### src/rtl/hack_mem_ctrl_pkg.sv
// rtl/hack_mem_ctrl_pkg.sv - shared constants and FSM encoding for the Hack memory controller
// Purpose: memory-mapped I/O addresses and program-load FSM state encoding.
// Ports: none (package).
package hack_mem_ctrl_pkg;

  localparam logic [15:0] KBD_ADDR = 16'h6000;
  localparam logic [15:0] LED_ADDR = 16'h6001;

  typedef enum logic [1:0] {
    ST_CLEAR   = 2'd0,
    ST_LOAD    = 2'd1,
    ST_RELEASE = 2'd2,
    ST_RUN     = 2'd3
  } state_e;

endpackage

### src/rtl/hack_mem_ctrl_ram.sv
// rtl/hack_mem_ctrl_ram.sv - word memory with synchronous write and asynchronous read
// Purpose: storage array used for both instruction ROM and data RAM.
// Ports:
//   clk   in  clock
//   we    in  write enable, sampled at posedge
//   waddr in  write index
//   wdata in  write word
//   raddr in  read index
//   rdata out combinational read word
module hack_mem_ctrl_ram #(
  parameter int DATA_W = 16,
  parameter int DEPTH  = 16,
  parameter int AW     = $clog2(DEPTH)
) (
  input  logic              clk,
  input  logic              we,
  input  logic [AW-1:0]     waddr,
  input  logic [DATA_W-1:0] wdata,
  input  logic [AW-1:0]     raddr,
  output logic [DATA_W-1:0] rdata
);

  logic [DATA_W-1:0] mem_q [DEPTH];

  always_ff @(posedge clk) begin
    if (we) begin
      mem_q[waddr] <= wdata;
    end
  end

  assign rdata = mem_q[raddr];

endmodule

### src/rtl/hack_mem_ctrl.sv
// rtl/hack_mem_ctrl.sv - Hack CPU memory responder with program loader, keyboard and LED
// Purpose: serves instruction fetch and data access for the Hack CPU, streams a program
//   into instruction ROM while holding the CPU in reset, maps keyboard and LED registers.
// Optional feature macro: RAM_CLEAR_EN (reset sweeps data RAM to zero before loading).
// Ports:
//   clk, reset             clock, synchronous active-high reset
//   pc / instruct          fetch address / rom[pc] (0 outside ROM)
//   addrM, outM, writeM    CPU data address, write data, write strobe
//   inM                    read data for addrM
//   cpu_reset              holds the CPU in reset outside RUN
//   load_valid/ready/data/last  program-load stream
//   kbd                    keyboard code, read at KBD_ADDR
//   led                    LED register, written at LED_ADDR
//   mem_err                sticky flag: CPU wrote an unmapped address in RUN
module hack_mem_ctrl
  import hack_mem_ctrl_pkg::*;
#(
  parameter int DATA_W    = 16,
  parameter int ROM_DEPTH = 16,
  parameter int RAM_DEPTH = 16
) (
  input  logic              clk,
  input  logic              reset,
  input  logic [15:0]       pc,
  output logic [DATA_W-1:0] instruct,
  input  logic [15:0]       addrM,
  input  logic [DATA_W-1:0] outM,
  input  logic              writeM,
  output logic [DATA_W-1:0] inM,
  output logic              cpu_reset,
  input  logic              load_valid,
  output logic              load_ready,
  input  logic [DATA_W-1:0] load_data,
  input  logic              load_last,
  input  logic [DATA_W-1:0] kbd,
  output logic [DATA_W-1:0] led,
  output logic              mem_err
);

  localparam int ROM_AW = $clog2(ROM_DEPTH);
  localparam int RAM_AW = $clog2(RAM_DEPTH);
  localparam logic [ROM_AW-1:0] WPTR_MAX = ROM_AW'(ROM_DEPTH - 1);

`ifdef RAM_CLEAR_EN
  localparam state_e RESET_ST = ST_CLEAR;
`else
  localparam state_e RESET_ST = ST_LOAD;
`endif

  state_e              state_q, state_d;
  logic [ROM_AW-1:0]   wptr_q, wptr_d;
  logic [DATA_W-1:0]   led_q, led_d;
  logic                mem_err_q, mem_err_d;

  logic                hs;
  logic                run_wr;
  logic                rom_hit, ram_hit, kbd_hit, led_hit;
  logic [DATA_W-1:0]   rom_rdata, ram_rdata;
  logic                ram_we;
  logic [RAM_AW-1:0]   ram_waddr;
  logic [DATA_W-1:0]   ram_wdata;

`ifdef RAM_CLEAR_EN
  logic [RAM_AW-1:0]   clr_q, clr_d;
  logic                clearing;
`endif

  // An index hit requires every address bit above the index width to be zero.
  assign rom_hit = ((pc >> ROM_AW) == 16'd0);
  assign ram_hit = ((addrM >> RAM_AW) == 16'd0);
  assign kbd_hit = (addrM == KBD_ADDR);
  assign led_hit = (addrM == LED_ADDR);

  // State register
  always_ff @(posedge clk) begin
    if (reset) begin
      state_q <= RESET_ST;
    end else begin
      state_q <= state_d;
    end
  end

  // Next-state logic
  always_comb begin
    state_d = state_q;
    case (state_q)
`ifdef RAM_CLEAR_EN
      ST_CLEAR:   if (clr_q == RAM_AW'(RAM_DEPTH - 1)) state_d = ST_LOAD;
`else
      ST_CLEAR:   state_d = ST_LOAD;
`endif
      ST_LOAD:    if (hs && (load_last || wptr_q == WPTR_MAX)) state_d = ST_RELEASE;
      ST_RELEASE: state_d = ST_RUN;
      ST_RUN:     state_d = ST_RUN;
      default:    state_d = RESET_ST;
    endcase
  end

  // FSM outputs
  always_comb begin
    load_ready = (state_q == ST_LOAD) && !reset;
    cpu_reset  = (state_q != ST_RUN);
    // CPU writes only count in RUN and never on a reset cycle.
    run_wr     = (state_q == ST_RUN) && !reset && writeM;
`ifdef RAM_CLEAR_EN
    clearing   = (state_q == ST_CLEAR);
`endif
  end

  assign hs = load_valid && load_ready;

  always_comb begin
    wptr_d    = wptr_q;
    led_d     = led_q;
    mem_err_d = mem_err_q;
    // Hold at the last slot so the pointer never wraps; the FSM leaves LOAD there.
    if (hs && wptr_q != WPTR_MAX) wptr_d = wptr_q + 1'b1;
    if (run_wr && led_hit) led_d = outM;
    if (run_wr && !ram_hit && !kbd_hit && !led_hit) mem_err_d = 1'b1;
  end

  always_ff @(posedge clk) begin
    if (reset) begin
      wptr_q    <= '0;
      led_q     <= '0;
      mem_err_q <= 1'b0;
    end else begin
      wptr_q    <= wptr_d;
      led_q     <= led_d;
      mem_err_q <= mem_err_d;
    end
  end

`ifdef RAM_CLEAR_EN
  always_comb begin
    clr_d = clearing ? clr_q + 1'b1 : clr_q;
  end

  always_ff @(posedge clk) begin
    if (reset) begin
      clr_q <= '0;
    end else begin
      clr_q <= clr_d;
    end
  end

  always_comb begin
    ram_we    = run_wr && ram_hit;
    ram_waddr = addrM[RAM_AW-1:0];
    ram_wdata = outM;
    if (clearing) begin
      ram_we    = 1'b1;
      ram_waddr = clr_q;
      ram_wdata = '0;
    end
  end
`else
  always_comb begin
    ram_we    = run_wr && ram_hit;
    ram_waddr = addrM[RAM_AW-1:0];
    ram_wdata = outM;
  end
`endif

  always_comb begin
    inM = '0;
    if (ram_hit)      inM = ram_rdata;
    else if (kbd_hit) inM = kbd;
    else if (led_hit) inM = led_q;
  end

  assign instruct = rom_hit ? rom_rdata : '0;
  assign led      = led_q;
  assign mem_err  = mem_err_q;

  hack_mem_ctrl_ram #(.DATA_W(DATA_W), .DEPTH(ROM_DEPTH)) u_rom (
    .clk   (clk),
    .we    (hs),
    .waddr (wptr_q),
    .wdata (load_data),
    .raddr (pc[ROM_AW-1:0]),
    .rdata (rom_rdata)
  );

  hack_mem_ctrl_ram #(.DATA_W(DATA_W), .DEPTH(RAM_DEPTH)) u_ram (
    .clk   (clk),
    .we    (ram_we),
    .waddr (ram_waddr),
    .wdata (ram_wdata),
    .raddr (addrM[RAM_AW-1:0]),
    .rdata (ram_rdata)
  );

endmodule

### config.mk
export PLATFORM = sky130hd
export DESIGN_NAME = hack_mem_ctrl
export DESIGN_NICKNAME = d
export VERILOG_FILES = /design/src/rtl/hack_mem_ctrl_pkg.sv /design/src/rtl/hack_mem_ctrl_ram.sv /design/src/rtl/hack_mem_ctrl.sv
export SDC_FILE = /design/constraint.sdc
export NUM_CORES = 1
export LEC_CHECK = 0
export CAP_MARGIN = 20
export CORE_UTILIZATION = 53
export DETAILED_ROUTE_END_ITERATION = 16
export PLACE_DENSITY = 0.73
export SETUP_SLACK_MARGIN = 0.4
export SLEW_MARGIN = 20
export SYNTH_ARGS = -nofsm -noshare
export SYNTH_HDL_FRONTEND = slang
export SYNTH_SLANG_ARGS = --single-unit
### constraint.sdc
create_clock -name clk -period 5.2 [get_ports clk]
set_input_delay 0.78 -clock clk [delete_from_list [all_inputs] [get_ports clk]]
set_output_delay 0.78 -clock clk [all_outputs]
set_load 0.02 [all_outputs]
==> run metrics <==
drc violations=0; vias in the first global route=11200; RSZ-0062 raised after global routing=no; PD cells=~350 nW/um2; GRT Total Usage=23.0%; Mapped Avg Cell Area=approximately 19 um2; initial antenna violation count=2; die height=about 200 um; DR pass1 iterations=5; post-layout instance area=around 25000 um2; site row count=slightly above 70; status=finished clean; Slew @ Worst Pin=1.13 ns; critical path endpoint category=primary output; met1 Use GR=about a third; Final Net Count=between 1000 and 1500; Critical Path RT=~4.4 ns; Sw Pwr=around 1.7 mW; clk sink count=535; Yosys reg bits=around 540; final worst path period need=roughly 4.5 ns; adder-cell share of the synthesized area=less than 1%; pin count of the biggest net entering global routing=45; Fin. Hold Viols=0; die width=about 200 um; Initial Util=between 50% and 60%; Cell Area, Placed=between 20000 and 25000 um2; Worst Hold Class=flop to flop; Detailed Route Iter0 Violations=between 1000 and 1500; Slew Viols, Final=0; Detailed Route WL=roughly 46 mm; TritonCTS Buffers=50; FFs w/ async S/R, synth=0%; cells after synthesis=1117; Worst-Skew Late Latency=0.56 ns; CP Data Arrival Time=between 3 and 4 ns; WHS=~0.47 ns; WL per Instance=25.0 um; mux share of post-synthesis cell area=14.8%; Internal Pwr Total=between 6 and 7 mW; Post-synth EDFFs=just over 500; Setup TNS=0 ns; Synth area leader=edfxtp_1; Longest Clk Path Bufs=3; Comb power frac=under 10%; post-synthesis simple-gate area fraction=just over 4%; clock network fraction of design power=between 30% and 40%; Area growth syn-to-layout=17.4%; Post-Synth XOR/XNOR Area=less than 1%; number of H-tree levels=2; Synth Area in Compound Gates=between 3 and 4%; Clock Skews=roughly 0.0096 ns; Final setup viols=0; worst rel slew slack=between 20% and 30%; Max Cap Violations=0; CP max FO=17; synthesized cell area=~21000 um2; Setup Crit Path Kind=primary input to primary output; Seq/Total Area, Yosys=~76%; Syn. warnings=0; Synth area leaders=edfxtp_1, mux2i_1, mux4_2; Vias=approximately 11000; total gr overflow=0; TritonCTS clock tree=yes; area share of the largest cell type after synthesis=between 70% and 80%; worst vdd ir=around 0.25 mV; CTS root buffer=clkbuf_16; combinational family with the most area after synthesis=multiplexers; Detail Route Antenna Nets=0; power after layout=approximately 8.6 mW; post-DP HPWL=roughly 28 mm; top_reg_cell synth=edfxtp_1; number of unique standard cell types used by synthesis=between 40 and 50; setup slack, reg-to-reg=approximately 2.5 ns; Post-CTS Resized=0; Seq pwr share=between 50% and 60%; GRT Max-Usage Layer=met2; Final Wtd Congestion=about 0.83; # IOs=approximately 140; number of port buffers=about 140; first-pass GRT wire length=about 69 mm; highest clock rate=about 220 MHz; fill count=roughly 2600; Critical Path Source Type=primary input; fin crit share=between 80% and 90%; Worst-path clk slew=0.06 ns; Core Region=between 30000 and 40000 um2; P_leak=between 8 and 9 nW; met3 Track Usage GR=3.60%; Post-CTS Hold Buffers=0; Synthesized Nets=~1200; post-CTS setup buffer count=0; met2 usage in global routing=between 30 and 40%; via/cell ratio=between 6 and 7; Sw Share=~20%; ratio of cells with drive above 1 in the final layout=between 10% and 20%; total die area=~40000 um2
==> logic make-up after synthesis <==
kind of cell,after synthesis
buffers and inverters,71
AO/OA/AOI/OAI,113
flip-flops,535
AND/OR/NAND/NOR,166
adder cells (fa/ha/maj),4
multiplexers,226
XOR/XNOR,2
==> final cells by class <==
class	instances	area, um2	area share, %
diodes	1	2.50	0.0102
clock buffers	65	1330	5.41
clock inverters	24	181	0.739
inverters	4	15.0	0.0612
multi-input cells	511	4820	19.6
flip-flops and latches	535	15800	64.5
well taps	518	648	2.64
repair buffers	178	1720	7.02
==> sequential cells by signal (all words and copies together) (netlist names) <==
name         count
led             16
mem_err          1
state_q          2
u_ram.mem_q    256
u_rom.mem_q    256
wptr_q           4
==> metal layers <==
metal / vias up / share of wire, % / wire (um)
met5: - / 0 / 0
li1: 4881 / - / -
met4: 0 / 2.0 / 899
met2: 487 / 48 / 21900
met3: 67 / 7.6 / 3500
met1: 5719 / 43 / 19600
==> critical path, stage by stage <==
cell and delay (ns):
clkdlybuf4s50_1 0.61, or2_4 0.38, or3_4 0.39, or2_1 0.56
o22ai_1 0.33, clkdlybuf4s50_1 0.66
==> power by group through the flow <==
stage	Clock [mW]	Combinational, mW	Sequential, mW
floorplan	0	0.224	4.83
global placement	0	0.411	4.83
detailed placement	0	0.420	4.83
CTS	3.47	0.422	4.73
global route	3.62	0.451	4.73
finish	3.42	0.421	4.73
==> worst paths after layout <==
check | start | to | cells past startpoint
max | addrM[2] | inM[12] | 6
max reg2reg | state_q[0]$_SDFFE_PP1P_ | u_ram.mem_q[4][11]$_DFFE_PP_ | 4
min reg2reg | mem_err$_SDFFE_PP0P_ | mem_err$_SDFFE_PP0P_ | 1
min | mem_err$_SDFFE_PP0P_ | mem_err$_SDFFE_PP0P_ | 1
==> layout by cell type (no fill, tap or decap), types with 17 or more instances in the layout <==
cell type          n
dfxtp_1           23
nor2_1            17
nand2_1           45
edfxtp_1         512
nor3_1            17
mux2i_1          156
o22ai_1           94
mux4_2            66
nor4_1            20
clkdlybuf4s50_1  131
clkbuf_16         51
buf_4             40
==> cells in the mapped netlist (all sizes together), types with 2 or more instances <==
library cell	count
nand2b	4
nand2	45
mux2	4
nor2b	13
a211oi	14
buf	28
a21oi	2
ha	4
inv	3
o21ai	2
mux4	66
or3	2
or3b	4
dfxtp	23
and3	3
mux2i	156
or2	2
nand4bb	2
nor3	22
nand3b	3
nand3	6
nor4	20
clkbuf	39
nor2	35
o22ai	94
edfxtp	512
==> through the flow <==
step                worst slack (ns)  util, %  cells
detailed placement             0.746     59.4   1744
CTS                            0.733     63.3   1833
finish                         0.707     63.4   1836
global placement               0.798     59.4   1744
global route                   0.627     63.4   1836
floorplan                       2.01        -   1117
(Power assumes the default switching activity.)
